File: config.mk
export PLATFORM = sky130hd
export DESIGN_NAME = redmule_x_sched
export DESIGN_NICKNAME = d
export VERILOG_FILES = /design/src/rtl/redmule_x_sched_pkg.sv /design/src/rtl/redmule_x_sched_cnt.sv /design/src/rtl/redmule_x_sched.sv
export SDC_FILE = /design/constraint.sdc
export NUM_CORES = 1
export LEC_CHECK = 0
export CAP_MARGIN = 10
export CORE_ASPECT_RATIO = 0.5
export CORE_MARGIN = 3
export CORE_UTILIZATION = 55
export CTS_CLUSTER_SIZE = 20
export DETAILED_ROUTE_END_ITERATION = 10
export GPL_ROUTABILITY_DRIVEN = 1
export PLACE_DENSITY = 0.81
export SLEW_MARGIN = 20
export SYNTH_ARGS = -nofsm -noshare
export SYNTH_HDL_FRONTEND = slang
export SYNTH_SLANG_ARGS = --single-unit
File: constraint.sdc
create_clock -name clk_i -period 6.8 [get_ports clk_i]
set_clock_uncertainty 0.15 [all_clocks]
set_input_delay 1.36 -clock clk_i [delete_from_list [all_inputs] [get_ports clk_i]]
set_output_delay 1.36 -clock clk_i [all_outputs]
set_load 0.1 [all_outputs]
File: src/rtl/redmule_x_sched_pkg.sv
// Shared types for the X operand buffer sequencer: FSM states, job configuration and
// the X buffer control/flag buses.
package redmule_x_sched_pkg;

  localparam int unsigned ARRAY_HEIGHT = 4;
  localparam int unsigned ARRAY_WIDTH  = 4;
  localparam int unsigned TOT_DEPTH    = 8;
  localparam int unsigned CNT_W        = 16;

  localparam int unsigned WIDTH_W  = $clog2(ARRAY_WIDTH) + 1;
  localparam int unsigned HEIGHT_W = $clog2(ARRAY_HEIGHT) + 1;
  localparam int unsigned SLOTS_W  = $clog2(TOT_DEPTH) + 1;

  typedef enum logic [2:0] {
    IDLE,
    LOAD,
    SETUP,
    RUN,
    DONE
  } x_sched_state_e;

  typedef struct packed {
    logic [CNT_W-1:0]    tiles;
    logic [CNT_W-1:0]    shifts;
    logic [WIDTH_W-1:0]  width;
    logic [HEIGHT_W-1:0] height;
    logic [SLOTS_W-1:0]  slots;
  } x_sched_cfg_t;

  typedef struct packed {
    logic full;
    logic empty;
  } x_buffer_flgs_t;

  typedef struct packed {
    logic [WIDTH_W-1:0]  width;
    logic [HEIGHT_W-1:0] height;
    logic [SLOTS_W-1:0]  slots;
    logic                load;
    logic                pad_setup;
    logic                rst_w_index;
    logic                h_shift;
    logic                last_x;
  } x_buffer_ctrl_t;

endpackage

File: src/rtl/redmule_x_sched_cnt.sv
// Saturating up-counter with synchronous clear, enable and a terminal-count compare
// against a run-time limit.
module redmule_x_sched_cnt #(
  parameter int unsigned Width = 16
) (
  input  logic             clk_i,
  input  logic             rst_ni,
  input  logic             clear_i,
  input  logic             en_i,
  input  logic [Width-1:0] last_i,
  output logic [Width-1:0] cnt_o,
  output logic             tc_o
);

  logic [Width-1:0] cnt_q, cnt_d;

  always_comb begin
    cnt_d = cnt_q;
    if (clear_i) begin
      cnt_d = '0;
    end else if (en_i && (cnt_q != '1)) begin
      cnt_d = cnt_q + Width'(1);
    end
  end

  always_ff @(posedge clk_i or negedge rst_ni) begin
    if (!rst_ni) begin
      cnt_q <= '0;
    end else begin
      cnt_q <= cnt_d;
    end
  end

  assign cnt_o = cnt_q;
  assign tc_o  = (cnt_q == last_i);

endmodule

File: src/rtl/redmule_x_sched.sv
// X operand buffer sequencer: loads tiles from the streamer, paces array shifts and
// stalls at tile boundaries. Define REDMULE_X_SCHED_PERF_EN to add stall/shift counters.
module redmule_x_sched
  import redmule_x_sched_pkg::*;
(
  input  logic           clk_i,
  input  logic           rst_ni,
  input  logic           clear_i,
  input  logic           start_i,
  input  x_sched_cfg_t   cfg_i,
  input  logic           x_valid_i,
  output logic           x_ready_o,
  input  logic           shift_req_i,
  output logic           stall_o,
  input  x_buffer_flgs_t flags_i,
  output x_buffer_ctrl_t ctrl_o,
  output logic           busy_o,
  output logic           done_o
`ifdef REDMULE_X_SCHED_PERF_EN
  ,
  output logic [31:0]    perf_stall_o,
  output logic [31:0]    perf_shift_o
`endif
);

  x_sched_state_e state_q;
  x_sched_cfg_t   cfg_q;
  logic           full_q;

  logic [CNT_W-1:0] loaded_cnt, used_cnt, shift_cnt;
  logic             loaded_tc, used_tc, shift_tc;
  logic             job_clr, loaded_en, boundary_shift, used_more;
  logic             h_shift, stall;
  logic             unused_sig;

  assign job_clr = clear_i || ((state_q == IDLE) && start_i);

  // A boundary shift consumes the last column of the current tile.
  assign boundary_shift = h_shift && shift_tc;
  assign used_more = (({1'b0, used_cnt} + (CNT_W + 1)'(1)) < {1'b0, cfg_q.tiles});
  assign loaded_en = ((state_q == LOAD) && flags_i.full) ||
                     ((state_q == RUN) && flags_i.full && !full_q);

  redmule_x_sched_cnt #(.Width(CNT_W)) i_loaded_cnt (
    .clk_i   (clk_i),
    .rst_ni  (rst_ni),
    .clear_i (job_clr),
    .en_i    (loaded_en),
    .last_i  (cfg_q.tiles),
    .cnt_o   (loaded_cnt),
    .tc_o    (loaded_tc)
  );

  redmule_x_sched_cnt #(.Width(CNT_W)) i_used_cnt (
    .clk_i   (clk_i),
    .rst_ni  (rst_ni),
    .clear_i (job_clr),
    .en_i    (boundary_shift),
    .last_i  (cfg_q.tiles - CNT_W'(1)),
    .cnt_o   (used_cnt),
    .tc_o    (used_tc)
  );

  redmule_x_sched_cnt #(.Width(CNT_W)) i_shift_cnt (
    .clk_i   (clk_i),
    .rst_ni  (rst_ni),
    .clear_i (job_clr || boundary_shift),
    .en_i    (h_shift),
    .last_i  (cfg_q.shifts - CNT_W'(1)),
    .cnt_o   (shift_cnt),
    .tc_o    (shift_tc)
  );

  always_ff @(posedge clk_i or negedge rst_ni) begin
    if (!rst_ni) begin
      state_q <= IDLE;
      cfg_q   <= '0;
      full_q  <= 1'b0;
    end else if (clear_i) begin
      state_q <= IDLE;
      cfg_q   <= '0;
      full_q  <= 1'b0;
    end else begin
      full_q <= flags_i.full;
      unique case (state_q)
        IDLE: begin
          if (start_i) begin
            cfg_q   <= cfg_i;
            state_q <= (cfg_i.tiles == '0) ? DONE : LOAD;
          end
        end
        LOAD:    if (flags_i.full) state_q <= SETUP;
        SETUP:   state_q <= RUN;
        RUN:     if (boundary_shift && used_tc) state_q <= DONE;
        DONE:    state_q <= IDLE;
        default: state_q <= IDLE;
      endcase
    end
  end

  // Stall and h_shift deliberately ignore flags_i.empty: empty is itself driven by h_shift.
  always_comb begin
    ctrl_o        = '0;
    ctrl_o.width  = cfg_q.width;
    ctrl_o.height = cfg_q.height;
    ctrl_o.slots  = cfg_q.slots;
    x_ready_o     = 1'b0;
    stall         = 1'b0;
    h_shift       = 1'b0;
    unique case (state_q)
      LOAD: begin
        x_ready_o   = ~flags_i.full;
        ctrl_o.load = x_valid_i && x_ready_o;
      end
      SETUP: begin
        ctrl_o.pad_setup   = 1'b1;
        ctrl_o.rst_w_index = 1'b1;
      end
      RUN: begin
        x_ready_o          = ~flags_i.full && (loaded_cnt < cfg_q.tiles);
        ctrl_o.load        = x_valid_i && x_ready_o;
        stall              = shift_req_i && shift_tc && used_more && ~flags_i.full;
        h_shift            = shift_req_i && ~stall;
        ctrl_o.h_shift     = h_shift;
        ctrl_o.rst_w_index = h_shift && shift_tc && used_more;
        ctrl_o.last_x      = used_tc;
      end
      default: ;
    endcase
  end

  assign stall_o = stall;
  assign busy_o  = (state_q != IDLE);
  assign done_o  = (state_q == DONE);

  assign unused_sig = ^{loaded_tc, shift_cnt, flags_i.empty};

`ifdef REDMULE_X_SCHED_PERF_EN
  logic [31:0] perf_stall_q, perf_shift_q;

  always_ff @(posedge clk_i or negedge rst_ni) begin
    if (!rst_ni) begin
      perf_stall_q <= '0;
      perf_shift_q <= '0;
    end else if (job_clr) begin
      perf_stall_q <= '0;
      perf_shift_q <= '0;
    end else begin
      if (stall && (perf_stall_q != '1)) perf_stall_q <= perf_stall_q + 32'd1;
      if (h_shift && (perf_shift_q != '1)) perf_shift_q <= perf_shift_q + 32'd1;
    end
  end

  assign perf_stall_o = perf_stall_q;
  assign perf_shift_o = perf_shift_q;
`endif

`ifndef SYNTHESIS
  a_boundary_empty: assert property (@(posedge clk_i) disable iff (!rst_ni)
    boundary_shift |-> flags_i.empty);
`endif

endmodule

### Word-level counts from Yosys, hierarchy flattened

Index checks and enable logic that the tools add are counted.

| word-level totals | value |
|---|---|
| word-level logic and storage cells | 87 |
| register bits after elaboration | 94 |

| operators by class | value |
|---|---|
| add/subtract/negate cells | 6 |
| muxes and demuxes | 23 |
| reductions and logical operators | 32 |
| bitwise operators | 2 |
| eq/ne operators | 12 |
| order comparisons | 2 |

Operators by type and width:

| kind | count |
|---|---|
| $mux W42 | 3 |
| $mux W16 | 6 |
| $add A16 B1 Y16 const B | 3 |
| $ne A16 B16 Y1 const B | 3 |
| $eq A16 B16 Y1 | 2 |
| $sub A16 B1 Y16 const B | 2 |
| $logic_and A1 B1 Y1 | 18 |
| $add A16 B1 Y17 const B | 1 |
| $lt A17 B16 Y1 | 1 |
| $logic_not A16 Y1 | 1 |
| $lt A16 B16 Y1 | 1 |
| $mux W3 | 5 |
| $pmux W3 S4 | 1 |
| $reduce_bool A2 Y1 | 5 |
| $eq A3 B2 Y1 const B | 2 |
| $ne A3 B3 Y1 const B | 2 |
| $pmux W1 S2 | 3 |
| $mux W1 | 4 |
| $eq A3 B1 Y1 const B | 1 |
| $eq A3 B3 Y1 const B | 1 |
| $logic_not A3 Y1 | 1 |
| $logic_or A1 B1 Y1 | 3 |
| $ne A3 B2 Y1 const B | 1 |
| $reduce_and A3 Y1 | 1 |
| 5 further kinds | 6 |

### Depth between registers and ports, before layout

Gate-level depths: netlist of the first run.

| logic depth | value |
|---|---|
| depth in word-level cells | 13 |
| gate-level depth with buffers | 18 |
| gate-level depth less buffers | 15 |

### Cells and area by module

Synthesis of the first run repeated with hierarchy kept, for this count alone.

| unflattened totals | value |
|---|---|
| cell total of the unflattened synthesis | 804 |
| area, all modules | 6,789.0 µm² |

Modules (own cells, without submodules):

| module | times used | cells each | area each (µm²) |
|---|---|---|---|
| redmule_x_sched | 1 | 453 | 3,617.2 |
| redmule_x_sched_cnt | 3 | 117 | 1,057.3 |

### Worst setup path before layout of the first run

OpenSTA, ideal clock, no wires.

| path | value |
|---|---|
| path kind | flip-flop to output port |
| start point | register cfg_q[32] (netlist bit) |
| end point | output ctrl_o[0] (netlist bit) |
| data required time | 5.290 ns |
| arrival time | 5.325 ns |
| cell stages (with the launch flop) | 7 |
| slack | -0.035 ns |
| path through | dfrtp_1 > or4_1 > or4_1 > o31ai_1 > or3b_2 > a21oi_1 > nor4b_1 |

RTL lines:

| element | line | RTL |
|---|---|---|
| start: declaration | redmule_x_sched.sv:27 | `x_sched_cfg_t cfg_q;` |
| start signal: assignment | redmule_x_sched.sv:88 | `cfg_q <= cfg_i;` |
| end: declaration | redmule_x_sched.sv:16 | `output x_buffer_ctrl_t ctrl_o,` |

### Worst setup path after layout of the first run

| path | value |
|---|---|
| start point | register i_used_cnt.cnt_q[2], in the netlist i_used_cnt.cnt_o[2] |
| end point | output stall_o |

| between the ends | value |
|---|---|
| word-level cells in the longest chain between the ends | 5 |

RTL lines:

| element | line | RTL |
|---|---|---|
| start: declaration | redmule_x_sched_cnt.sv:15 | `logic [Width-1:0] cnt_q, cnt_d;` |
| start signal: assignment | redmule_x_sched_cnt.sv:30 | `cnt_q <= cnt_d;` |
| $add A16 B1 Y17 | redmule_x_sched.sv:40 | `assign used_more = (({1'b0, used_cnt} + (CNT_W + 1)'(1)) < {1'b0, cfg_q.tiles});` |
| $lt A17 B16 Y1 | redmule_x_sched.sv:40 |  |
| $logic_and A1 B1 Y1 (2 in a row) | redmule_x_sched.sv:122 | `stall = shift_req_i && shift_tc && used_more && ~flags_i.full;` |
| $mux W1 | redmule_x_sched.sv:110 | `unique case (state_q)` |
| end: declaration | redmule_x_sched.sv:14 | `output logic stall_o,` |

Every way passes these cells.

==> results of run 1 <==
[synthesized netlist by cell type (12+ instances only)]
cell / n
inv_1: 28
xnor2_1: 43
clkbuf_1: 26
nand2_1: 122
nor3_1: 12
nand4_1: 26
nor2_1: 47
dfrtp_1: 94
or4_1: 12
ha_1: 36
nor4_1: 14
nand3_1: 24
a21oi_1: 81
or3_1: 17
xor2_1: 26
o21ai_0: 24
[logic make-up (layout without fill, tap and decap cells)]
family	after synthesis	after routing	synth area share
xor gates and xnor gates	70	70	0.0930
buffers and inverters	75	119	0.0578
and+or+nand+nor	347	347	0.272
muxes	9	9	0.0137
AOI/OAI and AO/OA	164	164	0.147
adders and majority gates	36	36	0.0669
DFF	94	94	0.349
[registers in the layout, summed over array words and instances (netlist names)]
| name | cells |
|---|---|
| cfg_q | 32 |
| i_loaded_cnt.cnt_o | 16 |
| i_shift_cnt.cnt_o | 16 |
| i_used_cnt.cnt_o | 16 |
| ctrl_o | 10 |
| state_q | 3 |
| full_q | 1 |
[cell type report]
| cell class | instances | area (sq um) | area share |
|---|---|---|---|
| Tap cell | 159 | 199 | 0.0259 |
| Clock inverter | 3 | 46.3 | 0.00603 |
| Inverter | 28 | 105 | 0.0137 |
| Multi-Input combinational cell | 626 | 4010 | 0.522 |
| Sequential cell | 94 | 2350 | 0.306 |
| Timing Repair Buffer | 76 | 728 | 0.0949 |
| Clock buffer | 12 | 236 | 0.0308 |
[worst max-delay path, stage by stage, from the launching register on]
cell	delay, ns
dfrtp_1	0.49
nand3_1	0.25
nor3_1	0.52
and3_1	0.30
and3_1	0.25
and3_1	0.26
xor2_1	0.17
ha_1	0.25
o21a_1	0.18
o21ai_0	0.26
a41o_1	0.15
nand4b_1	0.20
nor3_1	0.59
and2_1	0.22
buf_4	0.29
[power by group]
part / switching [uW] / internal, uW
registers: 29.2 / 579
logic: 233 / 143
clock network: 218 / 284
[through the flow]
step                       util  setup slack (ns)
after detailed placement  0.645             0.909
after CTS                 0.670             0.471
after global routing      0.670             0.110
after global placement    0.645             0.959
final                     0.670             0.558
after floorplan               -             0.470
[layer usage]
layer | share of wire | GRT usage | wire [um]
met5 | 0 | 0 | 0
met4 | 0.015 | 0.0666 | 252
met3 | 0.057 | 0.0586 | 937
met2 | 0.47 | 0.404 | 7700
met1 | 0.46 | 0.335 | 7650
[cells in the final DEF, fill, tap and decap left out, types with 8 or more instances in the layout]
cell             count
nand3b_1             8
a21oi_1             81
nor2_1              47
or4_1               12
clkdlybuf4s50_1     63
clkbuf_16            9
a21o_1              11
dfrtp_1             94
buf_4               13
xor2_1              26
xnor2_1             43
nand2b_1             9
nand3_1             24
nand4_1             26
o31ai_1             11
inv_1               28
or3_1               17
o21ai_0             24
and3_1               9
nor3_1              12
ha_1                36
nand2_1            122
nor4_1              13
[final timing paths]
path	start	to	slack, ns	depth (start not counted)
min in group asynchronous	rst_ni	i_shift_cnt.cnt_o[10]	0.79	1
setup / recovery	i_used_cnt.cnt_o[2]	stall_o	0.56	14
setup reg to reg	i_used_cnt.cnt_o[2]	i_shift_cnt.cnt_o[14]	1.87	16
hold / removal	ctrl_o[14]	ctrl_o[14]	0.37	2
max in group asynchronous	rst_ni	i_loaded_cnt.cnt_o[14]	4.57	2
hold reg to reg	ctrl_o[14]	ctrl_o[14]	0.37	2
[what timing repair did]
action	CTS	global route
hold endpoints to repair	0	0
setup endpoints to repair	0	1
gates resized for setup	0	1
buffers inserted	0	0
==> impl_metrics.env, run 1 <==
export IMPL_max_cap_viol_count=0
export IMPL_cts_root_buf="clkbuf_16"
export IMPL_die_area_sq_um=13700
export IMPL_drt_vias_per_instance=5.98
export IMPL_max_slew_margin_rel=0.341
export IMPL_pin_count=69
export IMPL_synth_cell_type_count=67
export IMPL_tns_ns=0
export IMPL_row_count=27
export IMPL_die_w_um=163
export IMPL_cts_max_level=3
export IMPL_grt_usage=0.248
export IMPL_cp_start_kind="register"
export IMPL_cts_buffer_depth=2
export IMPL_ir_drop_mv=0.114
export IMPL_yosys_top_cells_area="dfrtp_1 35%, nand2_1 6.8%, ha_1 6.7%"
export IMPL_start_util=0.588
export IMPL_p_leak_uw=0.00315
export IMPL_netlist_area_leader_share=0.349
export IMPL_synth_seq_cells=94
export IMPL_rsz0062_at_grt="no"
export IMPL_crit_required_ns=5.29
export IMPL_wirelength_um=16500
export IMPL_antenna_found_initial=0
export IMPL_remaining_drc_errors=0
export IMPL_setup_viol=0
export IMPL_core_sq_um=11500
export IMPL_drt_pass1_iter_count=6
export IMPL_ys_flop_type="dfrtp_1"
export IMPL_power_total_uw=1490
export IMPL_synth_avg_cell_area_sq_um=8.48
export IMPL_syn_nets=881
export IMPL_fillers=935
export IMPL_syn_inst=795
export IMPL_synth_area_leader_cell="dfrtp_1"
export IMPL_cts_buffers=9
export IMPL_cts_sinks=94
export IMPL_worst_slew_pin_transition_ns=0.986
export IMPL_final_cells=998
export IMPL_synth_edf_count=0
export IMPL_worstPathArrival_ns=4.73
export IMPL_final_nets=921
export IMPL_synthArstFlopShare=1.00
export IMPL_synth_seq_area_share=0.349
export IMPL_dpl_instance_area_sq_um=7390
export IMPL_hpwl_um=12300
export IMPL_first_iter_violations=488
export IMPL_worst_skew_pair_late_latency_ns=0.35
export IMPL_diodes=0
export IMPL_cts_tree="done"
export IMPL_grt_pass1_wl_um=27900
export IMPL_status="complete, no violations"
export IMPL_gp_congestion=0.934
export IMPL_p_per_area_nw_per_um2=194
export IMPL_fin_crit_sh=0.918
export IMPL_io_buffers=67
export IMPL_max_freq_mhz=160
export IMPL_wl_per_cell_um=16.6
export IMPL_fin_area_sq_um=7680
export IMPL_hp_class="reg2reg"
export IMPL_first_global_vias=5703
export IMPL_num_vias=5973
export IMPL_grt_max_degree=64
export IMPL_netlist_area_sq_um=6740
export IMPL_die_h_um=84.3
export IMPL_hold_viol=0
export IMPL_fin_crit_ns=6.24
export IMPL_worstSetupPathType="reg2out"
export IMPL_slew_violations=0
export IMPL_ant_nets=0
export IMPL_crit_fanout=6
export IMPL_dp_cells=983
export IMPL_hold_buffers=0
export IMPL_drive_above_1_share=0.0644
export IMPL_grt_overflow_total=0
export IMPL_syn2layout_area_growth_pct=13.9
export IMPL_cts_clk_slew_worst_paths_ns=0.06
export IMPL_worstSetupEndpointType="primary output"
export IMPL_whs_ns=0.372
export IMPL_ys_warn_count=0
(Power assumes the default switching activity.)
==> inputs of run 2 (changes only) <==
Settings changed: CORE_UTILIZATION 55 to 53.
Clock period 6.8 ns to 5 ns, I/O delays scaled along.
==> run 2 against run 1 <==
Combinational power increased by 40%. Clock-buffer cell count decreased by 3. Flip-flop and latch count unchanged. Design area increased by 3.3%. Final cell count increased by 2.4%. Global-route usage decreased by 0.091 points. Hold slack improved by 0.00091 ns. Via count increased by 2.1%. Critical path type unchanged.
==> impl_metrics.env, run 2 (synthesis gave the netlist of run 1 again) <==
export IMPL_dp_cells=997
export IMPL_setup_viol=0
export IMPL_wirelength_um=17500
export IMPL_core_sq_um=12100
export IMPL_pin_count=69
export IMPL_whs_endpoint="ctrl_o[5]"
export IMPL_crit_required_ns=3.85
export IMPL_worstPathArrival_ns=3.70
export IMPL_worst_slew_pin_transition_ns=1.01
export IMPL_ir_drop_mv=0.170
export IMPL_hold_buffers=0
export IMPL_start_util=0.556
export IMPL_die_w_um=165
export IMPL_ant_nets=0
export IMPL_num_vias=6100
export IMPL_final_cells=1022
export IMPL_holdPathStages=2
export IMPL_hold_viol=0
export IMPL_r2r_end="i_shift_cnt.cnt_o[12]"
export IMPL_gp_congestion=0.900
export IMPL_wl_per_cell_um=17.1
export IMPL_grt_overflow_total=0
export IMPL_max_freq_mhz=206
export IMPL_diodes=0
export IMPL_reg2reg_slack_ns=0.87
export IMPL_hpwl_um=12700
export IMPL_cp_start_kind="register"
export IMPL_worstPathCellList="nand2_1, nor3_4, and3_1, and3_1, and3_2, xor2_1, ha_1, o21a_1, o21ai_2, a41o_1, nand4b_1, nor4_2, buf_4, and2_4, nor2_4, buf_12"
export IMPL_rr_startpoint="i_used_cnt.cnt_o[0]"
export IMPL_worstSetupEndpointType="primary output"
export IMPL_cts_root_buf="clkbuf_16"
export IMPL_largest_register_ffs=32
export IMPL_r2r_cells=17
export IMPL_largest_register="cfg_q"
export IMPL_crit_fanout=6
export IMPL_grt_pass1_wl_um=28100
export IMPL_cp_top_family="simple AND/OR/NAND/NOR gates"
export IMPL_cts_tree="done"
export IMPL_fin_crit_ns=4.85
export IMPL_whs_ns=0.373
export IMPL_dpl_instance_area_sq_um=7510
export IMPL_min_from="ctrl_o[5]"
export IMPL_cts_sinks=94
export IMPL_drt_pass1_iter_count=5
export IMPL_status="complete, no violations"
export IMPL_max_cap_viol_count=0
export IMPL_mostFrequentLayoutCell="nand2_1"
export IMPL_cts_buffers=9
export IMPL_p_per_area_nw_per_um2=257
export IMPL_first_global_vias=5718
export IMPL_grt_max_degree=66
export IMPL_hp_class="reg2reg"
export IMPL_tns_ns=0
export IMPL_die_area_sq_um=14200
export IMPL_die_h_um=85.7
export IMPL_fin_area_sq_um=7930
export IMPL_remaining_drc_errors=0
export IMPL_cts_buffer_depth=2
export IMPL_max_slew_margin_rel=0.327
export IMPL_drive_above_1_share=0.111
export IMPL_slowest_delay_ns=0.42
export IMPL_drt_vias_per_instance=5.97
export IMPL_slew_violations=0
export IMPL_p_leak_uw=0.00327
export IMPL_cts_clk_slew_worst_paths_ns=0.08
export IMPL_row_count=28
export IMPL_fin_crit_sh=0.970
export IMPL_final_cell_mix="121 x nand2_1, 90 x dfrtp_1, 81 x a21oi_1, 60 x clkdlybuf4s50_1, 44 x nor2_1"
export IMPL_syn2layout_area_growth_pct=17.6
export IMPL_critPathBufInv=2
export IMPL_cts_max_level=3
export IMPL_io_buffers=67
export IMPL_worst_skew_pair_late_latency_ns=0.36
export IMPL_crit_top_cell="and3_1"
export IMPL_first_iter_violations=569
export IMPL_power_total_uw=2030
export IMPL_final_nets=938
export IMPL_worstSetupPathType="reg2out"
export IMPL_slowest_stage="dfrtp_2"
export IMPL_grt_usage=0.247
export IMPL_antenna_found_initial=0
run 2: cell count changes in the layout (fill, tap and decap cells not counted), moves of 2 or more:
cell	previous run	this run
buf_4	13	30
dfrtp_1	94	90
dfrtp_2	0	4
buf_12	0	3
clkbuf_1	3	0
clkdlybuf4s50_1	63	60
inv_8	0	3
nor2_1	47	44
and2_1	7	5
clkinvlp_4	1	3
nor2_4	0	2
run 2: power breakdown:
group	internal [uW]	switching (uW)	total, uW
Sequential	786	39.6	826
Clock	350	334	684
Combinational	200	324	525
Total	1340	698	2030
run 2: worst max-delay path by stage:
stage / start / end / slack (ns) / cells past startpoint
2_1_floorplan: cfg_q[32] / ctrl_o[0] / -0.06 / 6
4_1_cts: i_used_cnt.cnt_o[4] / ctrl_o[1] / 0.0009 / 16
5_1_grt: i_used_cnt.cnt_o[0] / ctrl_o[1] / -0.04 / 16
3_5_place_dp: i_used_cnt.cnt_o[0] / ctrl_o[1] / 0.35 / 16
3_3_place_gp: i_used_cnt.cnt_o[0] / ctrl_o[1] / 0.41 / 16
6_report: i_used_cnt.cnt_o[5] / ctrl_o[1] / 0.15 / 16
run 2: metal layers:
| metal | vias up | GRT usage | wire (um) |
|---|---|---|---|
| li1 | 2954 | - | - |
| met1 | 2934 | 0.338 | 7800 |
| met2 | 174 | 0.408 | 8290 |
| met3 | 38 | 0.0492 | 1020 |
| met4 | 0 | 0.0604 | 368 |
| met5 | - | 0 | 0 |
run 2: worst register-to-register path, cell delays in order (launching register included):
cell	delay [ns]
dfrtp_1	0.43
ha_2	0.26
and3_2	0.21
nand4_1	0.20
buf_4	0.22
nor2_2	0.16
xor2_1	0.10
ha_1	0.30
and4_1	0.19
o211ai_1	0.15
a2111oi_4	0.25
buf_4	0.19
nor4_2	0.04
buf_4	0.16
and2_4	0.17
buf_4	0.20
or4_1	0.51
a21oi_1	0.17
run 2: layout make-up:
type | count | area, sq um
clock buffers | 9 | 225
clock inverters | 7 | 65.1
fillers | 981 | 4200
inverters | 28 | 105
multi-input cells | 626 | 4080
flip-flops and latches | 94 | 2360
well taps | 165 | 206
repair buffers | 93 | 886
run 2: timing repair:
item | CTS | global route
setup endpoints to repair | 1 | 2
pin swaps | 0 | 5
resized for setup | 2 | 16
buffers inserted | 0 | 9
run 2: stage by stage:
stage          setup WS (ns)  utilization
2_1_floorplan        -0.0636            -
3_3_place_gp           0.414        0.619
3_5_place_dp           0.346        0.619
4_1_cts             0.000864        0.644
5_1_grt              -0.0388        0.654
6_report               0.148        0.654
==> inputs of run 3 (changes only) <==
Settings changed: CORE_MARGIN 3 to not set, CORE_UTILIZATION 53 to 51, PLACE_DENSITY 0.81 to 0.79, SETUP_SLACK_MARGIN set to 0.15.
==> run 3 against run 2 <==
Total power increased by 5.1%. Largest power group unchanged. Design area rose by 3.1%. Highest routed layer unchanged. Largest cell class unchanged. Combinational power is 3% higher.
==> impl_metrics.env, run 3 (synthesis gave the netlist of run 1 again) <==
export IMPL_worst_skew_pair_late_latency_ns=0.35
export IMPL_fin_crit_sh=0.959
export IMPL_max_cap_viol_count=0
export IMPL_final_nets=953
export IMPL_rsz0062_at_grt="no"
export IMPL_grt_max_degree=65
export IMPL_r2r_end="i_used_cnt.cnt_o[3]"
export IMPL_grt_overflow_total=0
export IMPL_crit_required_ns=3.85
export IMPL_largest_register="cfg_q"
export IMPL_wl_per_cell_um=17.4
export IMPL_r2r_cells=18
export IMPL_worstSetupPathType="reg2out"
export IMPL_cts_sinks=94
export IMPL_internal_power_uw=1450
export IMPL_drt_vias_per_instance=5.98
export IMPL_cts_tree="done"
export IMPL_route_met3_wl_um=1060
export IMPL_cts_buffers=9
export IMPL_mostFrequentLayoutCell="nand2_1"
export IMPL_p_leak_uw=0.00339
export IMPL_pin_count=69
export IMPL_remaining_drc_errors=0
export IMPL_drt_pass1_iter_count=5
export IMPL_wirelength_um=18100
export IMPL_die_w_um=165
export IMPL_fin_crit_ns=4.79
export IMPL_clockPowerShare=0.361
export IMPL_rr_startpoint="i_used_cnt.cnt_o[3]"
export IMPL_setup_viol=0
export IMPL_row_count=29
export IMPL_seqPwrFrac=0.387
export IMPL_final_cell_mix="121 x nand2_1, 90 x dfrtp_1, 81 x a21oi_1, 60 x clkdlybuf4s50_1"
export IMPL_cp_start_kind="register"
export IMPL_p_comb_frac=0.253
export IMPL_slew_violations=0
export IMPL_io_buffers=67
export IMPL_whs_endpoint="ctrl_o[13]"
export IMPL_hold_viol=0
export IMPL_holdPathStages=2
export IMPL_worstSetupEndpointType="primary output"
export IMPL_cts_max_level=3
export IMPL_num_vias=6233
export IMPL_wl_met2_um=8600
export IMPL_first_global_vias=5797
export IMPL_cts_buffer_depth=2
export IMPL_p_per_area_nw_per_um2=262
export IMPL_met1_length_um=8010
export IMPL_start_util=0.528
export IMPL_final_cells=1042
export IMPL_fillers=990
export IMPL_dp_cells=1001
export IMPL_cts_root_buf="clkbuf_16"
export IMPL_antenna_found_initial=0
export IMPL_worst_slew_pin_transition_ns=0.994
export IMPL_die_h_um=83.3
export IMPL_die_area_sq_um=13700
export IMPL_switching_power_uw=688
export IMPL_sw_frac_of_total=0.322
export IMPL_fin_ws_ns=0.207
export IMPL_largest_register_ffs=32
export IMPL_first_iter_violations=624
export IMPL_drive_above_1_share=0.135
export IMPL_crit_fanout=4
export IMPL_hpwl_um=12600
export IMPL_hp_class="reg2reg"
export IMPL_core_sq_um=12800
export IMPL_grt_usage=0.266
export IMPL_ant_nets=0
export IMPL_gp_congestion=0.909
export IMPL_status="complete, no violations"
export IMPL_pre_cts_slack_ns=0.250
export IMPL_reg2reg_slack_ns=0.86
export IMPL_cts_clk_slew_worst_paths_ns=0.07
export IMPL_ir_drop_mv=0.178
export IMPL_worstPathArrival_ns=3.64
export IMPL_grt_pass1_wl_um=28800
export IMPL_max_slew_margin_rel=0.335
export IMPL_highest_layer="met4"
export IMPL_syn2layout_area_growth_pct=21.3
export IMPL_diodes=0
export IMPL_max_freq_mhz=209
export IMPL_hold_buffers=0
export IMPL_min_from="ctrl_o[13]"
==> run 3: cell count changes in the layout (fill, tap and decap cells not counted), sizes merged <==
cell / before / now
clkinvlp: 3 / 0
inv: 32 / 30
clkbuf: 9 / 10
buf: 33 / 48
bufinv: 0 / 2
clkinv: 0 / 2
==> run 3: worst max path at each step <==
stage                           end  cells after the start  slack, ns           startpoint
after global placement    ctrl_o[1]                     15       0.28  i_used_cnt.cnt_o[3]
after CTS                   stall_o                     15       0.15  i_used_cnt.cnt_o[3]
after floorplan           ctrl_o[0]                      6      -0.06            cfg_q[32]
after detailed placement  ctrl_o[1]                     15       0.25  i_used_cnt.cnt_o[3]
after global routing      ctrl_o[1]                     14       0.07  i_used_cnt.cnt_o[0]
final                     ctrl_o[1]                     14       0.21  i_used_cnt.cnt_o[0]
==> run 3: critical path, stage by stage (launching register included) <==
cell      delay [ns]
dfrtp_2         0.42
ha_4            0.17
and3_4          0.18
nand4_1         0.18
nor2_2          0.20
nand3_2         0.10
xnor2_1         0.16
ha_1            0.35
a211oi_2        0.26
a41o_1          0.21
nand4b_1        0.23
nor4_4          0.38
and2_4          0.23
nor2_4          0.05
buf_12          0.17
==> run 3: power groups by stage <==
stage	logic, uW	registers (uW)	clock network, uW
6_report	540	827	771
5_1_grt	584	831	808
4_1_cts	521	825	778
3_5_place_dp	511	840	0
3_3_place_gp	501	838	0
2_1_floorplan	378	825	0
==> run 3: area by class of cell <==
class | instances | area (sq um) | share of cell area
clock buffers | 10 | 239 | 0.0292
clock inverters | 6 | 91.3 | 0.0112
inverters | 28 | 105 | 0.0129
multi-input cells | 626 | 4170 | 0.510
flip-flops and latches | 94 | 2360 | 0.288
well taps | 170 | 213 | 0.0260
repair buffers | 108 | 1000 | 0.123
==> run 3: per-stage QoR <==
stage	power, uW	setup TNS (ns)	instance area [sq um]	util	hold WS [ns]
floorplan	1200	-0.0636	6780	-	0.351
global placement	1340	0	7520	0.588	0.360
detailed placement	1350	0	7520	0.588	0.365
CTS	2120	0	7930	0.621	0.375
global route	2220	0	8170	0.640	0.390
finish	2140	0	8170	0.640	0.375
==> run 3: timing repair <==
item	in CTS	in global routing
gates resized for setup	9	21
cloned	0	0
endpoints found under the hold margin	0	0
pin swaps	2	17
setup endpoints to repair	2	3
buffers inserted	5	20
==> run 3: layer usage <==
metal,vias up,track usage
met3,36,0.0490
met2,229,0.427
met5,-,0
li1,2975,-
met1,2993,0.365
met4,0,0.0776
==> patch 1: new RTL, flow settings as in run 3 <==
The 5 states of `x_sched_state_e` get a one-hot encoding in 5 bits.
--- a/src/rtl/redmule_x_sched_pkg.sv
+++ b/src/rtl/redmule_x_sched_pkg.sv
@@ -11,12 +11,12 @@
   localparam int unsigned HEIGHT_W = $clog2(ARRAY_HEIGHT) + 1;
   localparam int unsigned SLOTS_W  = $clog2(TOT_DEPTH) + 1;
 
-  typedef enum logic [2:0] {
-    IDLE,
-    LOAD,
-    SETUP,
-    RUN,
-    DONE
+  typedef enum logic [4:0] {
+    IDLE  = 5'b00001,
+    LOAD  = 5'b00010,
+    SETUP = 5'b00100,
+    RUN   = 5'b01000,
+    DONE  = 5'b10000
   } x_sched_state_e;
 
   typedef struct packed {
Behaviour: same outputs for any inputs over 4 cycles, from zero or initial values and one cycle with rst_ni low; so few cycles prove little.
==> patch 1 against run 3 <==
Design area down 0.41%. Largest power group unchanged. Area after synthesis increased by 4.3%. Wire length is 1.6% lower. Combinational power down 5.4%. Sequential cell count increased by 2. Non-clock buffer count is 26 lower. First-iteration DRC count is 26% lower. Power decreased by 4.4%. Worst setup slack better by 0.026 ns. Synthesized cell count grew 5.9%.
==> patch 1: results (changes against run 3) <==
Outcome = finished clean
CP Max Fanout = 3 (-1)
Hold Path Origin = ctrl_o[5]
WL met3 = 953 µm (-9.7%)
Post-synthesis mux area share = 2.73% (+1.4 points)
Filler Cell Count = 1068 (+7.9%)
WP data arrival = 3.62 ns (-0.02 ns)
Share of layout cells above drive strength 1 = 9.69% (-3.8 points)
R2R Setup Slk = 0.72 ns (-0.14 ns)
RR Endpoint = i_shift_cnt.cnt_o[15]
Syn nets = 928 (+5.3%)
Pre-CTS setup slack = 0.192 ns (-0.0583 ns)
Worst ir drop on vdd = 0.169 mV (-4.8%)
Total Routing Usage GR = 25.3% (-1.2 points)
Post-CTS Setup Repair Bufs = 1 (-4)
Clk tree area frac = 3.54% (-0.51 points)
Logic pwr share = 25.0% (-0.3 points)
P_leak = 3.38 nW (-0.28%)
Bufs w/o clock = 82 (-24%)
Worst R2R Path Depth = 19 (+1)
Vias in the first global route = 6085 (+5.0%)
Sequential share of cell area = 29.6% (+0.73 points)
WL per Instance = 17.0 µm (-2.0%)
P_seq = 0.852 mW (+3.0%)
Largest net degree at the start of global routing = 66 (+1.5%)
Final hold slack = 0.379 ns (+0.00410 ns)
Global-route wire length before repair = 29400 µm (+2.1%)
Slowest CP cell = dfrtp_1
Hpwl dp = 12700 µm (+1.1%)
DR iter-0 viols = 462 (-26%)
Clock sinks = 96 (+2.1%)
GPL Wtd Cong = 0.923 (+1.6%)
Fraction of area in multi-input gates = 53.1% (+2.1 points)
Final non-clock buffer share = 10.1% (-2.1 points)
Synth Area in XOR/XNOR = 7.86% (-1.4 points)
Adder-cell share of the synthesized area = 6.41% (-0.27 points)
Synth unique cells = 74 (+10%)
-- patch 1: cell types whose count changed in the layout (fill, tap and decap cells not counted), moves of 6 or more --
cell,before,now
o31ai_1,11,17
and3_1,6,14
mux2i_1,7,18
a21o_1,11,5
nor3_1,10,28
nor2_1,44,54
or3_1,17,7
xor2_1,24,38
xnor2_1,43,25
or4_1,12,18
o211ai_1,4,11
buf_4,44,17
nor2b_1,2,9
-- patch 1: stage by stage --
| step | area [µm²] | TNS [ns] | power [mW] | utilization, % |
|---|---|---|---|---|
| 6_report | 8140 | 0 | 2.04 | 62.5 |
| 4_1_cts | 8010 | 0 | 2.04 | 61.5 |
| 3_3_place_gp | 7690 | 0 | 1.34 | 59.0 |
| 2_1_floorplan | 7030 | -0.184 | 1.22 | - |
| 3_5_place_dp | 7690 | 0 | 1.36 | 59.0 |
| 5_1_grt | 8140 | 0 | 2.14 | 62.5 |
-- patch 1: tightest hold or removal path, stage by stage, from the launching register on --
cell	delay, ns
dfrtp_1	0.38
nand2_1	0.06
a21oi_1	0.05
==> patch 2: new RTL, config.mk and constraints of run 3 <==
Made on the original files. Add a define of `REDMULE_X_SCHED_PERF_EN`.
--- a/src/rtl/redmule_x_sched.sv
+++ b/src/rtl/redmule_x_sched.sv
@@ -1,5 +1,7 @@
 // X operand buffer sequencer: loads tiles from the streamer, paces array shifts and
 // stalls at tile boundaries. Define REDMULE_X_SCHED_PERF_EN to add stall/shift counters.
+`define REDMULE_X_SCHED_PERF_EN
+
 module redmule_x_sched
   import redmule_x_sched_pkg::*;
 (
Check against the original RTL (old outputs only; new: perf_shift_o and perf_stall_o): equivalent (equiv_simple and equiv_induct, registers matched by name and starting in step).
==> patch 2 against run 3 <==
Sequential power increased by 62%. Critical endpoint unchanged. Sequential cell count increased by 64. Register-to-register slack got worse by 0.32 ns. Power increased by 47%. Worst setup slack got worse by 0.46 ns. Design area increased by 53%. Sequential share of layout area increased by 2.8 points. Highest routed layer unchanged. Non-clock buffer count increased by 54. Wire length increased by 52%. Area after synthesis increased by 53%. The flow now finishes with violations (setup timing).
==> patch 2: results (changes against run 3) <==
Worst ir drop on vdd = 0.263 mV (+48%)
Total Routing Usage GR = 27.1% (+0.51 points)
CP Max Fanout = 5 (+1)
Via count = 9868 (+58%)
Global-route wire length before repair = 45500 µm (+58%)
CP top delay family = simple AND/OR/NAND/NOR gates
R2R Setup Slk = 0.54 ns (-0.32 ns)
RR Endpoint = perf_stall_o[5]
Clock network latency to the later pin of the worst-skew pair = 0.44 ns (+0.09 ns)
Final setup fails = 2 (+2)
H-tree levels = 4 (+1)
Leading post-synthesis cells by cell area = dfrtp_1, nand2_1, a21oi_1
Initial antenna violation count = 0 (unchanged)
Share of layout cells above drive strength 1 = 7.63% (-5.9 points)
Synth Flop Type = dfrtp_1
Drt pass-1 iters = 5 (unchanged)
Worst hold-check path type = flop to flop
Slowest CP cell = dfrtp_1
Largest stage delay, worst path = 0.40 ns (-0.02 ns)
Setup TNS = -0.439 ns (-0.439 ns)
Syn. warnings = 0 (unchanged)
Hpwl dp = 19000 µm (+51%)
Synth unique cells = 65 (-3.0%)
Outcome = finished with violations
Number of diodes = 0 (unchanged)
Total wire length = 27500 µm (+52%)
Synth top cells by count = nand2_1, dfrtp_1, a21oi_1
Cell Area, Placed = 0.0118 mm² (+57%)
P_leak = 4.93 nW (+45%)
Worst R2R Path Depth = 18 (unchanged)
Layout Nets = 1412 (+48%)
WP data arrival = 4.10 ns (+0.46 ns)
Net Sw Frac = 28.9% (-3.3 points)
Critical path class = flop to primary output
Failing checks = setup timing
Largest net degree at the start of global routing = 89 (+37%)
Fmax = 190 MHz (-8.7%)
Synth async-reset ratio = 100% (unchanged)
IO buf count = 131 (+96%)
Clock slew at reported path FFs = 0.07 ns (about the same)
FF-to-FF Start = i_used_cnt.cnt_o[1]
Vias in the first global route = 9191 (+59%)
CTS Buf Count = 17 (+8)
Worst Setup EP = ctrl_o[1]
CTS root buffer = clkbuf_16
DR iter-0 viols = 659 (+5.6%)
Longest Clk Path Bufs = 2 (unchanged)
Fin worst setup slack = -0.250 ns (-0.457 ns)
GPL Wtd Cong = 0.888 (-2.3%)
Slew Limit Headroom = 32.8% (-0.73 points)
Syn nets = 1320 (+50%)
Register area share after synthesis = 38.4% (+3.5 points)
Fin crit period = 5.25 ns (+0.457 ns)
## patch 2: worst min-delay path by stage
stage                from          to  slack (ns)  cells past startpoint
3_3_place_gp    ctrl_o[9]   ctrl_o[9]        0.36                      2
5_1_grt        ctrl_o[12]  ctrl_o[12]        0.40                      2
6_report       ctrl_o[12]  ctrl_o[12]        0.38                      2
3_5_place_dp   ctrl_o[12]  ctrl_o[12]        0.37                      2
4_1_cts        ctrl_o[12]  ctrl_o[12]        0.38                      2
2_1_floorplan  ctrl_o[10]  ctrl_o[10]        0.35                      2
## patch 2: timing repair
action,CTS,global route
setup endpoints to repair,3,4
buffers inserted,7,2
gates resized for setup,4,6
pin swaps,8,8
gates cloned,0,0
## patch 2: area by class of cell
| cell class | count | area, µm² |
|---|---|---|
| fillers | 1647 | 7080 |
| multi-input cells | 949 | 5930 |
| flip-flops and latches | 158 | 3960 |
| repair buffers | 162 | 1590 |
| clock buffers | 22 | 454 |
| well taps | 266 | 333 |
| inverters | 36 | 139 |
| clock inverters | 10 | 114 |
## patch 2: cells by family after synthesis
family,share of synthesized area [%]
mux,1.86
buf+inv,5.14
flops,38.4
compound gates,16.2
fa+ha+maj,4.62
xor+xnor,5.02
simple gates,28.7
## patch 2: worst reg2reg max path, stage by stage, from the launching register on
cell and delay (ns):
dfrtp_1 0.40, ha_4 0.16, and3_4 0.19, and3_4 0.19, and3_4 0.19, and3_4 0.20, nand3_4 0.10, nor2_4 0.12
xor2_1 0.15, ha_1 0.26, a22oi_1 0.19, o211ai_1 0.15, nor3_2 0.21, a211o_1 0.25, nand4b_1 0.14, a311o_1 0.33
buf_4 0.27, or4_1 0.54, a21oi_1 0.15
## patch 2: power groups by stage
stage | clock network, mW | logic (mW) | registers (mW)
global route | 1.36 | 0.567 | 1.34
detailed placement | 0 | 0.504 | 1.36
CTS | 1.30 | 0.512 | 1.34
floorplan | 0 | 0.351 | 1.35
global placement | 0 | 0.491 | 1.36
finish | 1.28 | 0.516 | 1.34
## patch 2: stage by stage
| step | instances | setup slack, ns | utilization [%] |
|---|---|---|---|
| 2_1_floorplan | 1232 | 0.116 | - |
| 5_1_grt | 1603 | -0.422 | 63.9 |
| 6_report | 1603 | -0.250 | 63.9 |
| 4_1_cts | 1601 | -0.256 | 63.7 |
| 3_3_place_gp | 1562 | 0.207 | 60.4 |
| 3_5_place_dp | 1562 | 0.000334 | 60.4 |
## patch 2: metal layers
layer  vias up  GRT usage [%]  share of wire, %
met5         -              0                 0
li1       4702              -                 -
met1      4859           37.0                46
met3        29           4.34               5.1
met4         0           7.46               1.2
met2       278           45.2                48
